File: src/rtl/data_split_pkg.sv
// Shared types and sizing helpers for the data_split word-to-slice serializer.
package data_split_pkg;

  typedef enum logic {IDLE, SHIFT} state_t;

  function automatic int calc_ratio(input int din_w, input int dout_w);
    return din_w / dout_w;
  endfunction

  // A ratio of 1 still needs a 1-bit counter so the port widths stay legal.
  function automatic int calc_cnt_w(input int ratio);
    return (ratio > 1) ? $clog2(ratio) : 1;
  endfunction

endpackage

File: src/rtl/sync_fifo.sv
// Single-clock show-ahead FIFO; pointers carry one extra wrap bit so full/empty
// fall out of a plain compare.
module sync_fifo #(
  parameter int WIDTH = 8,
  parameter int DEPTH = 4
) (
  input  logic             clk,
  input  logic             rstn,
  input  logic             wr_en,
  input  logic [WIDTH-1:0] wr_data,
  input  logic             rd_en,
  output logic [WIDTH-1:0] rd_data,
  output logic             full,
  output logic             empty
);

  localparam int AW = $clog2(DEPTH);

  logic [AW:0]      wr_ptr;
  logic [AW:0]      rd_ptr;
  logic [WIDTH-1:0] mem [DEPTH];

  always_ff @(posedge clk or negedge rstn) begin
    if (!rstn) begin
      wr_ptr <= '0;
      rd_ptr <= '0;
    end else begin
      if (wr_en && !full)
        wr_ptr <= wr_ptr + (AW+1)'(1);
      if (rd_en && !empty)
        rd_ptr <= rd_ptr + (AW+1)'(1);
    end
  end

  always_ff @(posedge clk) begin
    if (wr_en && !full)
      mem[wr_ptr[AW-1:0]] <= wr_data;
  end

  assign rd_data = mem[rd_ptr[AW-1:0]];
  assign empty   = (wr_ptr == rd_ptr);
  assign full    = (wr_ptr[AW] != rd_ptr[AW]) && (wr_ptr[AW-1:0] == rd_ptr[AW-1:0]);

endmodule

File: src/rtl/data_split.sv
// Buffers DIN_W-bit words and emits each as RATIO DOUT_W-bit slices, MSB slice
// first, with back-to-back words running without a gap on dout_en.
module data_split
  import data_split_pkg::*;
#(
  parameter int DIN_W      = 8,
  parameter int DOUT_W     = 2,
  parameter int FIFO_DEPTH = 4
) (
  input  logic              clk,
  input  logic              rstn,
  input  logic [DIN_W-1:0]  din,
  input  logic              din_en,
  output logic              din_rdy,
  output logic [DOUT_W-1:0] dout,
  output logic              dout_en,
  output logic              busy,
  output logic              ovf
);

  localparam int RATIO = calc_ratio(DIN_W, DOUT_W);
  localparam int CNT_W = calc_cnt_w(RATIO);
  localparam int LVL_W = $clog2(FIFO_DEPTH) + 1;

  state_t           state;
  logic [CNT_W-1:0] cnt;
  logic [DIN_W-1:0] shreg;
  logic [DIN_W-1:0] shifted;
  logic [DIN_W-1:0] head;
  logic [LVL_W-1:0] level;
  logic [LVL_W-1:0] level_push;
  logic [LVL_W-1:0] level_next;
  logic             fifo_full;
  logic             fifo_empty;
  logic             push;
  logic             pop;
  logic             last_slice;
  logic             stay_shift;

  assign push       = din_en && din_rdy;
  assign last_slice = (state == SHIFT) && (cnt == CNT_W'(RATIO - 1));
  assign pop        = !fifo_empty && ((state == IDLE) || last_slice);
  assign stay_shift = pop || ((state == SHIFT) && !last_slice);
  assign shifted    = shreg << DOUT_W;

  // Occupancy ignores a same-edge pop so din_rdy can never admit a push into a full FIFO.
  assign level_push = level + LVL_W'(push);
  assign level_next = level_push - LVL_W'(pop);

  sync_fifo #(
    .WIDTH (DIN_W),
    .DEPTH (FIFO_DEPTH)
  ) u_fifo (
    .clk     (clk),
    .rstn    (rstn),
    .wr_en   (push && !fifo_full),
    .wr_data (din),
    .rd_en   (pop),
    .rd_data (head),
    .full    (fifo_full),
    .empty   (fifo_empty)
  );

  always_ff @(posedge clk or negedge rstn) begin
    if (!rstn) begin
      state   <= IDLE;
      cnt     <= '0;
      shreg   <= '0;
      level   <= '0;
      din_rdy <= 1'b0;
      dout    <= '0;
      dout_en <= 1'b0;
      busy    <= 1'b0;
      ovf     <= 1'b0;
    end else begin
      din_rdy <= (level_push != LVL_W'(FIFO_DEPTH));
      level   <= level_next;
      busy    <= (|level_next) || stay_shift;
      if (din_en && !din_rdy)
        ovf <= 1'b1;

      if (pop) begin
        shreg   <= head;
        dout    <= head[DIN_W-1 -: DOUT_W];
        dout_en <= 1'b1;
        cnt     <= '0;
        state   <= SHIFT;
      end else if ((state == SHIFT) && !last_slice) begin
        shreg   <= shifted;
        dout    <= shifted[DIN_W-1 -: DOUT_W];
        cnt     <= cnt + CNT_W'(1);
      end else begin
        dout    <= '0;
        dout_en <= 1'b0;
        cnt     <= '0;
        state   <= IDLE;
      end
    end
  end

endmodule
File: config.mk
export PLATFORM = sky130hd
export DESIGN_NAME = data_split
export DESIGN_NICKNAME = d
export VERILOG_FILES = /design/src/rtl/data_split_pkg.sv /design/src/rtl/sync_fifo.sv /design/src/rtl/data_split.sv
export SDC_FILE = /design/constraint.sdc
export NUM_CORES = 1
export LEC_CHECK = 0
export ABC_AREA = 0
export BUFFER_PORTS_ARGS = -buffer_cell sky130_fd_sc_hd__buf_4
export CAP_MARGIN = 20
export CORE_MARGIN = 2
export CORE_UTILIZATION = 25
export DETAILED_ROUTE_END_ITERATION = 10
export GPL_TIMING_DRIVEN = 0
export RECOVER_POWER = 50
export SYNTH_ARGS = -nofsm -noshare
export SYNTH_HDL_FRONTEND = slang
export SYNTH_SLANG_ARGS = --single-unit
export TNS_END_PERCENT = 10
File: constraint.sdc
create_clock -name clk -period 2.6 [get_ports clk]
set_input_delay 0.39 -clock clk [delete_from_list [all_inputs] [get_ports clk]]
set_output_delay 0.39 -clock clk [all_outputs]
set_load 0.005 [all_outputs]
---- After elaboration in Yosys (flattened, before gate mapping) ----
Memory sizes are Yosys's and may differ from the RTL's.
Index checks and enable logic that the tools add are counted.
word-level totals
  bits in registers ....................... 23
  bits in writable memories ............... 32
  input bits .............................. 11
  output and inout bits ................... 6
  logic and storage cells ................. 51
  memories kept ........................... 1
cells by class
  add/subtract/negate cells ............... 5
  equal/unequal tests ..................... 6
  multiplexer cells ....................... 10
  bitwise gates (word level) .............. 1
  reductions and logical operators ........ 18
memories
  name        words  bits a word  rd ports  clocked after Yosys merged registers in  write ports  RTL line         RTL
  u_fifo.mem  4      8            1         0                                        1            sync_fifo.sv:21  logic [WIDTH-1:0] mem [DEPTH];
operator list
  kind                   count
  $mux W6                2
  $logic_and A1 B1 Y1    9
  $mux W2                4
  $add A3 B1 Y3 const B  2
  $logic_not A1 Y1       4
  $mux W1                4
  $add A3 B1 Y3          1
  $eq A3 B3 Y1           1
  $logic_or A1 B1 Y1     3
  $ne A3 B3 Y1 const B   1
  $reduce_or A3 Y1       1
  $sub A3 B1 Y3          1
  $add A2 B1 Y2 const B  1
  $eq A2 B2 Y1           1
  $eq A2 B2 Y1 const B   1
  $ne A2 B2 Y1 const B   1
  $reduce_bool A2 Y1     1
  $ne A1 B1 Y1           1
  $not A1 Y1             1

---- Depth between registers and ports, before layout ----
Gate-level depths: netlist of the first run.
  depth in word-level cells ............... 7
  depth in mapped cells ................... 8
  mapped depth without buffers ............ 7

---- Modules after synthesis ----
A second synthesis of the first run with hierarchy kept.
second synthesis, totals
  cell total of the unflattened synthesis .. 157
  area total of the unflattened synthesis .. 2413.6 µm²
by module, submodules not included
  module      instances  cells each  area an instance (µm²)  sequential area each (µm²)
  sync_fifo   1          93          1684.1                  1111.1
  data_split  1          64          729.4                   425.4

---- Worst setup path after synthesis of the first run ----
Ideal clock, no wire load.
  kind .................................... register -> register
  start ................................... register u_fifo.rd_ptr[1]
  end ..................................... register busy
  library setup time ...................... 0.139 ns
  arrival ................................. 2.046 ns
  required time ........................... 2.461 ns
  slack ................................... 0.416 ns
  stages on the path, launching flop included .. 8
  path buffers ............................ 1
  period minus slack after synthesis ...... 2.184 ns
  path through ............................ dfrtp_1 buf_4 xnor2_2 a31oi_2 ha_1 ha_1 xnor2_1 or4b_1
between the ends
  word-level cells in the longest chain between the ends .. 6
  elaborated cells on any way between the ends .. 7
  classes of those cells .................. 1 x add/sub; 1 x eq/ne; 5 x reduce/logical
RTL lines
  item                     RTL line          RTL
  start, declared          sync_fifo.sv:20   logic [AW:0] rd_ptr;
  start signal, assigned   sync_fifo.sv:31   rd_ptr <= rd_ptr + (AW+1)'(1);
  $eq A3 B3 Y1             sync_fifo.sv:41   assign empty = (wr_ptr == rd_ptr);
  $logic_not A1 Y1         data_split.sv:42  assign pop = !fifo_empty && ((state == IDLE) || last_slice);
  $logic_and A1 B1 Y1      data_split.sv:42
  named net pop            data_split.sv:36  logic pop;
  $sub A3 B1 Y3            data_split.sv:48  assign level_next = level_push - LVL_W'(pop);
  named net level_next[2]  data_split.sv:32  logic [LVL_W-1:0] level_next;
  $reduce_or A3 Y1         data_split.sv:78  busy <= (|level_next) || stay_shift;
  $logic_or A1 B1 Y1       data_split.sv:78
  end signal, assigned     data_split.sv:78
  end, declared            data_split.sv:17  output logic busy,
The timed path passes the listed nets, and every way through them passes these cells.
A chain may end at the register's enable or synchronous reset.

---- Final worst setup path of the first run ----
Ends and elaborated chain as after synthesis.

==> results of run 1 <==
cell type report:
type / instances / area share [%]
buffer: 4 / 0.975
clock buffer: 5 / 2.55
clock inverter: 3 / 0.882
inverter: 10 / 1.39
multi-input combinational: 76 / 28.4
sequential: 55 / 57.0
tap: 111 / 5.16
timing repair buffer: 17 / 3.58
worst max-delay path: stages (launching register included):
cell and delay (ns):
dfrtp_1 0.44, buf_4 0.22, xnor2_2 0.34, a31oi_2 0.19
ha_1 0.25, ha_1 0.18, xnor2_1 0.13, or4b_1 0.52
cells by family (layout without fill, tap and decap cells):
| family | after synthesis | after routing |
|---|---|---|
| xor gates and xnor gates | 12 | 12 |
| buffers and inverters | 14 | 39 |
| and+or+nand+nor | 25 | 25 |
| AOI/OAI and AO/OA | 19 | 19 |
| adders and majority gates | 10 | 10 |
| muxes | 10 | 10 |
| DFF | 55 | 55 |
sequential cells by signal, summed over array words and instances (netlist names):
register       flops
dout               2
shreg              6
ovf                1
u_fifo.wr_ptr      3
state              1
u_fifo.rd_ptr      3
busy               1
cnt                2
din_rdy            1
level              3
u_fifo.mem        32
how the worst max path moves through the flow:
stage                           startpoint   end  slack (ns)
after floorplan           u_fifo.rd_ptr[1]  busy        0.42
after global placement    u_fifo.rd_ptr[1]  busy        0.20
after detailed placement  u_fifo.rd_ptr[1]  busy        0.19
after CTS                 u_fifo.rd_ptr[1]  busy        0.17
after global routing      u_fifo.rd_ptr[1]  busy        0.02
final                     u_fifo.rd_ptr[1]  busy        0.19
metal layers:
layer / up-vias / global-route usage, % / share of wire, %
met4: 0 / 2.81 / 0.39
met3: 3 / 2.35 / 3.5
li1: 591 / - / -
met2: 23 / 12.8 / 46
met1: 610 / 11.7 / 50
met5: - / 0 / 0
where the power goes:
| group | internal [mW] | leakage [nW] | total (mW) | switching, mW |
|---|---|---|---|---|
| registers | 1.20 | 0.561 | 1.35 | 0.152 |
| logic | 0.575 | 0.401 | 1.33 | 0.758 |
| clock network | 0.195 | 0.0461 | 0.482 | 0.287 |
cell usage in the layout, fill, tap and decap left out, drive strengths merged:
cell type	instances
a21o	1
a21oi	2
a31oi	5
and2	5
buf	7
clkbuf	18
clkinv	1
clkinvlp	1
dfrtp	23
dlygate4sd3	1
edfxtp	32
ha	10
inv	11
mux2	2
mux4	8
nand2	4
nand2b	1
nand4	6
nor2	5
nor2b	1
nor3	1
o311ai	2
o31a	1
o31ai	8
or3	1
or4b	1
xnor2	8
xor2	4
==> impl_metrics.json, run 1 <==
{
  "die_w_um": 101,
  "grt_pass1_vias": 1273,
  "start_kind": "flip-flop",
  "period_needed_ns": 2.41,
  "antenna-diode-count": 0,
  "initial_utilization_pct": 25.7,
  "cts_buffers": 5,
  "num_vias": 1227,
  "dp.cells": 272,
  "tightest_slew_ns": 1.28,
  "cts_setup_buffers": 0,
  "ff2ff_path_depth": 7,
  "fin_util_pct": 29.3,
  "critPathMaxFanout": 10,
  "antenna_found_initial": 0,
  "finClkSkew_ns": 0.00645,
  "rrSetupSlack_ns": 0.19,
  "cts_max_level": 2,
  "power_mw": 3.17,
  "grt_max_degree": 24,
  "clock_tree.root_cell": "clkbuf_8",
  "period_share_pct": 92.7,
  "ys_seq_area_share_pct": 64.9,
  "rr_startpoint": "u_fifo.rd_ptr[1]",
  "synth_area_leaders": "edfxtp_1, dfrtp_1, mux4_2, ha_1, o31ai_1",
  "grt_setup_unrepaired": "false",
  "setup-tns-final_ns": 0,
  "whs_ns": 0.291,
  "placedInstanceArea_um2": 2630,
  "routabilityCongestion": 0.732,
  "drive_above_1_share_pct": 20.6,
  "maxSlewHeadroom_pct": 14.8,
  "async_flop_share_pct": 41.8,
  "drt_wl_total_um": 3880,
  "holdPathStages": 2,
  "grt_first_pass_wirelength_um": 6480,
  "area_growth_pct": 13.9,
  "synth.area.mux_share_pct": 8.73,
  "synth-simple-area-share_pct": 5.98,
  "cts_buffer_depth": 2,
  "p_leak_nw": 1.01,
  "io_buffers": 16,
  "fmaxAchievable_mhz": 415,
  "holdCritPathClass": "input port to flip-flop",
  "syn_inst": 145,
  "synth_fa_ha_area_share_pct": 5.29,
  "wl_per_cell_um": 13.8,
  "synth_xor_area_share_pct": 6.03,
  "synth_top_cell_area_share_pct": 40.6,
  "synth_compound_area_share_pct": 6.35,
  "yosysMostFrequentCell": "edfxtp_1",
  "syn_area_um2": 2370,
  "dp_hpwl_um": 2690,
  "drt_iter0_markers": 38,
  "crit_arrival_ns": 2.59,
  "finalNonFillerCells": 281,
  "floorplan.rows": 35,
  "ys_seq_elements": 55,
  "antenna_left": 0,
  "die_height_um": 101,
  "status": "finished clean",
  "drc": 0,
  "cts-resized-gates": 0,
  "crit_required_ns": 2.78,
  "clock_sinks": 55,
  "cap_viol_max_count": 0,
  "cts_hold_buf": 1,
  "nNetsFinal": 190,
  "place_worst_setup_slack_ns": 0.187,
  "clk_latency_ns": 0.31,
  "path_class": "flip-flop to flip-flop",
  "synth_flop_cell": "edfxtp_1",
  "finalSetupViolCount": 0,
  "clk_pin_slew_ns": 0.10,
  "routed_via_density": 4.37,
  "synth_top_family_by_area": "multiplexers",
  "synth.avg_cell_area_um2": 16.3,
  "io_pins": 17,
  "powerDensity_nw_per_um2": 1180,
  "ys_warn_count": 0,
  "core_area_um2": 9200,
  "synth.net_count": 166,
  "fin_ws_ns": 0.189,
  "min_from": "din_en",
  "overflow": 0,
  "fillers": 938,
  "slew_viol_final": 0,
  "drtPass1Iterations": 6,
  "track_usage_pct": 8.42,
  "end_kind": "flip-flop",
  "min_to": "ovf",
  "peakVddDrop_mv": 0.482,
  "multi_input_area_um2": 766,
  "synthTopCellsByCount": "edfxtp_1, dfrtp_1, ha_1, inv_1",
  "synth_top_cell_by_area": "edfxtp_1",
  "regArea_um2": 1540,
  "r2r-end": "busy",
  "ys_types": 31,
  "cts_tree": "done",
  "hold_violations": 0,
  "post-route-cell-area_um2": 2690,
  "die-area_um2": 10300,
  "synth_enable_flop_cells": 32
}
Note: power is estimated with default switching activity, not from simulation.
==> inputs of run 2 (changes only) <==
--- a/config.mk
+++ b/config.mk
@@ -13,6 +13,7 @@
 export DETAILED_ROUTE_END_ITERATION = 10
 export GPL_TIMING_DRIVEN = 0
 export RECOVER_POWER = 50
+export REMOVE_ABC_BUFFERS = 1
 export SYNTH_ARGS = -nofsm -noshare
 export SYNTH_HDL_FRONTEND = slang
 export SYNTH_SLANG_ARGS = --single-unit
==> run 2 against run 1 <==
Against the previous run:
- critical path depth down 1
- sequential power up 7%
- fmax down 0.16%
- non-clock buffer count down 4
- register-to-register slack about the same
- sequential share of layout area up 0.37 points
- sequential cell count unchanged
- combinational power down 7%
- worst setup slack worse by 0.0038 ns
- cell area down 0.56%
- final cell count down 1.4%
- critical path type unchanged
==> impl_metrics.json, run 2 (synthesis gave the netlist of run 1 again) <==
{
  "status": "finished clean",
  "routabilityCongestion": 0.764,
  "cts_buffers": 5,
  "place_worst_setup_slack_ns": 0.0751,
  "track_usage_pct": 8.33,
  "grt_setup_unrepaired": "false",
  "maxSlewHeadroom_pct": 15.3,
  "cap_viol_max_count": 0,
  "cts_tree": "done",
  "initial_utilization_pct": 25.7,
  "tightest_slew_ns": 1.27,
  "clockPowerShare_pct": 15.2,
  "cts_buffer_depth": 2,
  "crit_start": "u_fifo.rd_ptr[1]",
  "hold_violations": 0,
  "layout.cells.most_common": "edfxtp_1",
  "die-area_um2": 10300,
  "antenna_found_initial": 0,
  "routed_via_density": 4.36,
  "clk_pin_slew_ns": 0.10,
  "area_growth_pct": 13.2,
  "wl_per_cell_um": 13.7,
  "end_kind": "flip-flop",
  "drtPass1Iterations": 4,
  "fmaxAchievable_mhz": 414,
  "holdCritPathClass": "input port to flip-flop",
  "internal_power_mw": 1.96,
  "num_vias": 1208,
  "antenna_left": 0,
  "slew_viol_final": 0,
  "p_seq_share_pct": 45.5,
  "io_buffers": 16,
  "fillers": 934,
  "clk_latency_ns": 0.31,
  "switchingPower_mw": 1.20,
  "finalSetupViolCount": 0,
  "largest_reg_flops": 32,
  "grt_first_pass_wirelength_um": 6440,
  "crit_arrival_ns": 2.60,
  "overflow": 0,
  "grt_max_degree": 24,
  "drt_wl_total_um": 3800,
  "drive_above_1_share_pct": 20.5,
  "floorplan.rows": 35,
  "io_pins": 17,
  "critPathMaxFanout": 12,
  "finClkSkew_ns": 0.00898,
  "core_area_um2": 9200,
  "grt_pass1_vias": 1251,
  "final_cell_mix": "edfxtp_1, dfrtp_1, inv_1, ha_1, clkbuf_1",
  "drc": 0,
  "p_leak_nw": 0.993,
  "start_kind": "flip-flop",
  "path_class": "flip-flop to flip-flop",
  "die_w_um": 101,
  "setup-tns-final_ns": 0,
  "clock_sinks": 55,
  "peakVddDrop_mv": 0.371,
  "dp.cells": 268,
  "nNetsFinal": 186,
  "switching_share_pct": 37.9,
  "dp_hpwl_um": 2560,
  "finalNonFillerCells": 277,
  "power_frac_comb_pct": 39.3,
  "clock_tree.root_cell": "clkbuf_8",
  "cts_max_level": 2,
  "drt_iter0_markers": 52,
  "power_mw": 3.16,
  "fin_ws_ns": 0.185,
  "die_height_um": 101,
  "period_share_pct": 92.9,
  "crit_required_ns": 2.79,
  "rr_startpoint": "u_fifo.rd_ptr[1]",
  "min_from": "din_en",
  "period_needed_ns": 2.41,
  "antenna-diode-count": 0,
  "powerDensity_nw_per_um2": 1180
}
==> run 2: changes by cell type in the layout (fill, tap and decap cells not counted), sizes merged <==
cell	change
buf	-2
clkbuf	-1
clkinv	-1
==> run 2: layout make-up <==
cell class | count | area [µm²] | area share [%]
clock inverters | 2 | 16.3 | 0.607
inverters | 10 | 37.5 | 1.40
multi-input cells | 76 | 779 | 29.1
repair buffers | 17 | 96.3 | 3.60
well taps | 111 | 139 | 5.18
flip-flops and latches | 55 | 1540 | 57.4
clock buffers | 6 | 72.6 | 2.71
==> run 2: timing repair <==
action,CTS,global route
endpoints found under the setup margin,0,1
endpoints found under the hold margin,23,0
setup buffers,0,0
hold buffers,1,0
resized for setup,0,3
==> run 2: path summary, 6_finish.rpt <==
check,end,slack [ns],cells past startpoint
setup / recovery,busy,0.19,6
hold / removal,ovf,0.28,2
setup reg to reg,busy,0.19,6
hold reg to reg,cnt[0],0.44,1
max in group asynchronous,u_fifo.rd_ptr[0],0.89,2
min in group asynchronous,dout[1],0.87,2
==> run 2: metal layers <==
metal	vias to the layer above	global-route usage [%]	wire length, µm
met5	-	0	0
met4	0	2.91	55
met3	7	2.90	196
met2	25	12.5	1710
met1	593	11.2	1840
li1	583	-	-
==> run 2: critical path: stages, from the launching register on <==
cell and delay, ns:
dfrtp_1 0.79, xnor2_4 0.23, a31oi_2 0.19, ha_1 0.26
ha_1 0.18, xnor2_1 0.13, or4b_1 0.50
==> run 2: power by group through the flow <==
stage | registers (mW) | clock network, mW | logic [mW]
6_report | 1.44 | 0.480 | 1.24
4_1_cts | 1.43 | 0.492 | 1.24
2_1_floorplan | 1.40 | 0 | 0.940
3_3_place_gp | 1.45 | 0 | 1.23
3_5_place_dp | 1.45 | 0 | 1.23
5_1_grt | 1.48 | 0.538 | 1.42
==> run 2: stage by stage <==
| stage | hold slack [ns] | instance area [µm²] | util, % |
|---|---|---|---|
| final | 0.278 | 2680 | 29.1 |
| after global routing | 0.285 | 2680 | 29.1 |
| after CTS | 0.272 | 2700 | 29.3 |
| after detailed placement | 0.309 | 2600 | 28.3 |
| after global placement | 0.301 | 2600 | 28.3 |
| after floorplan | 0.0944 | 2340 | - |
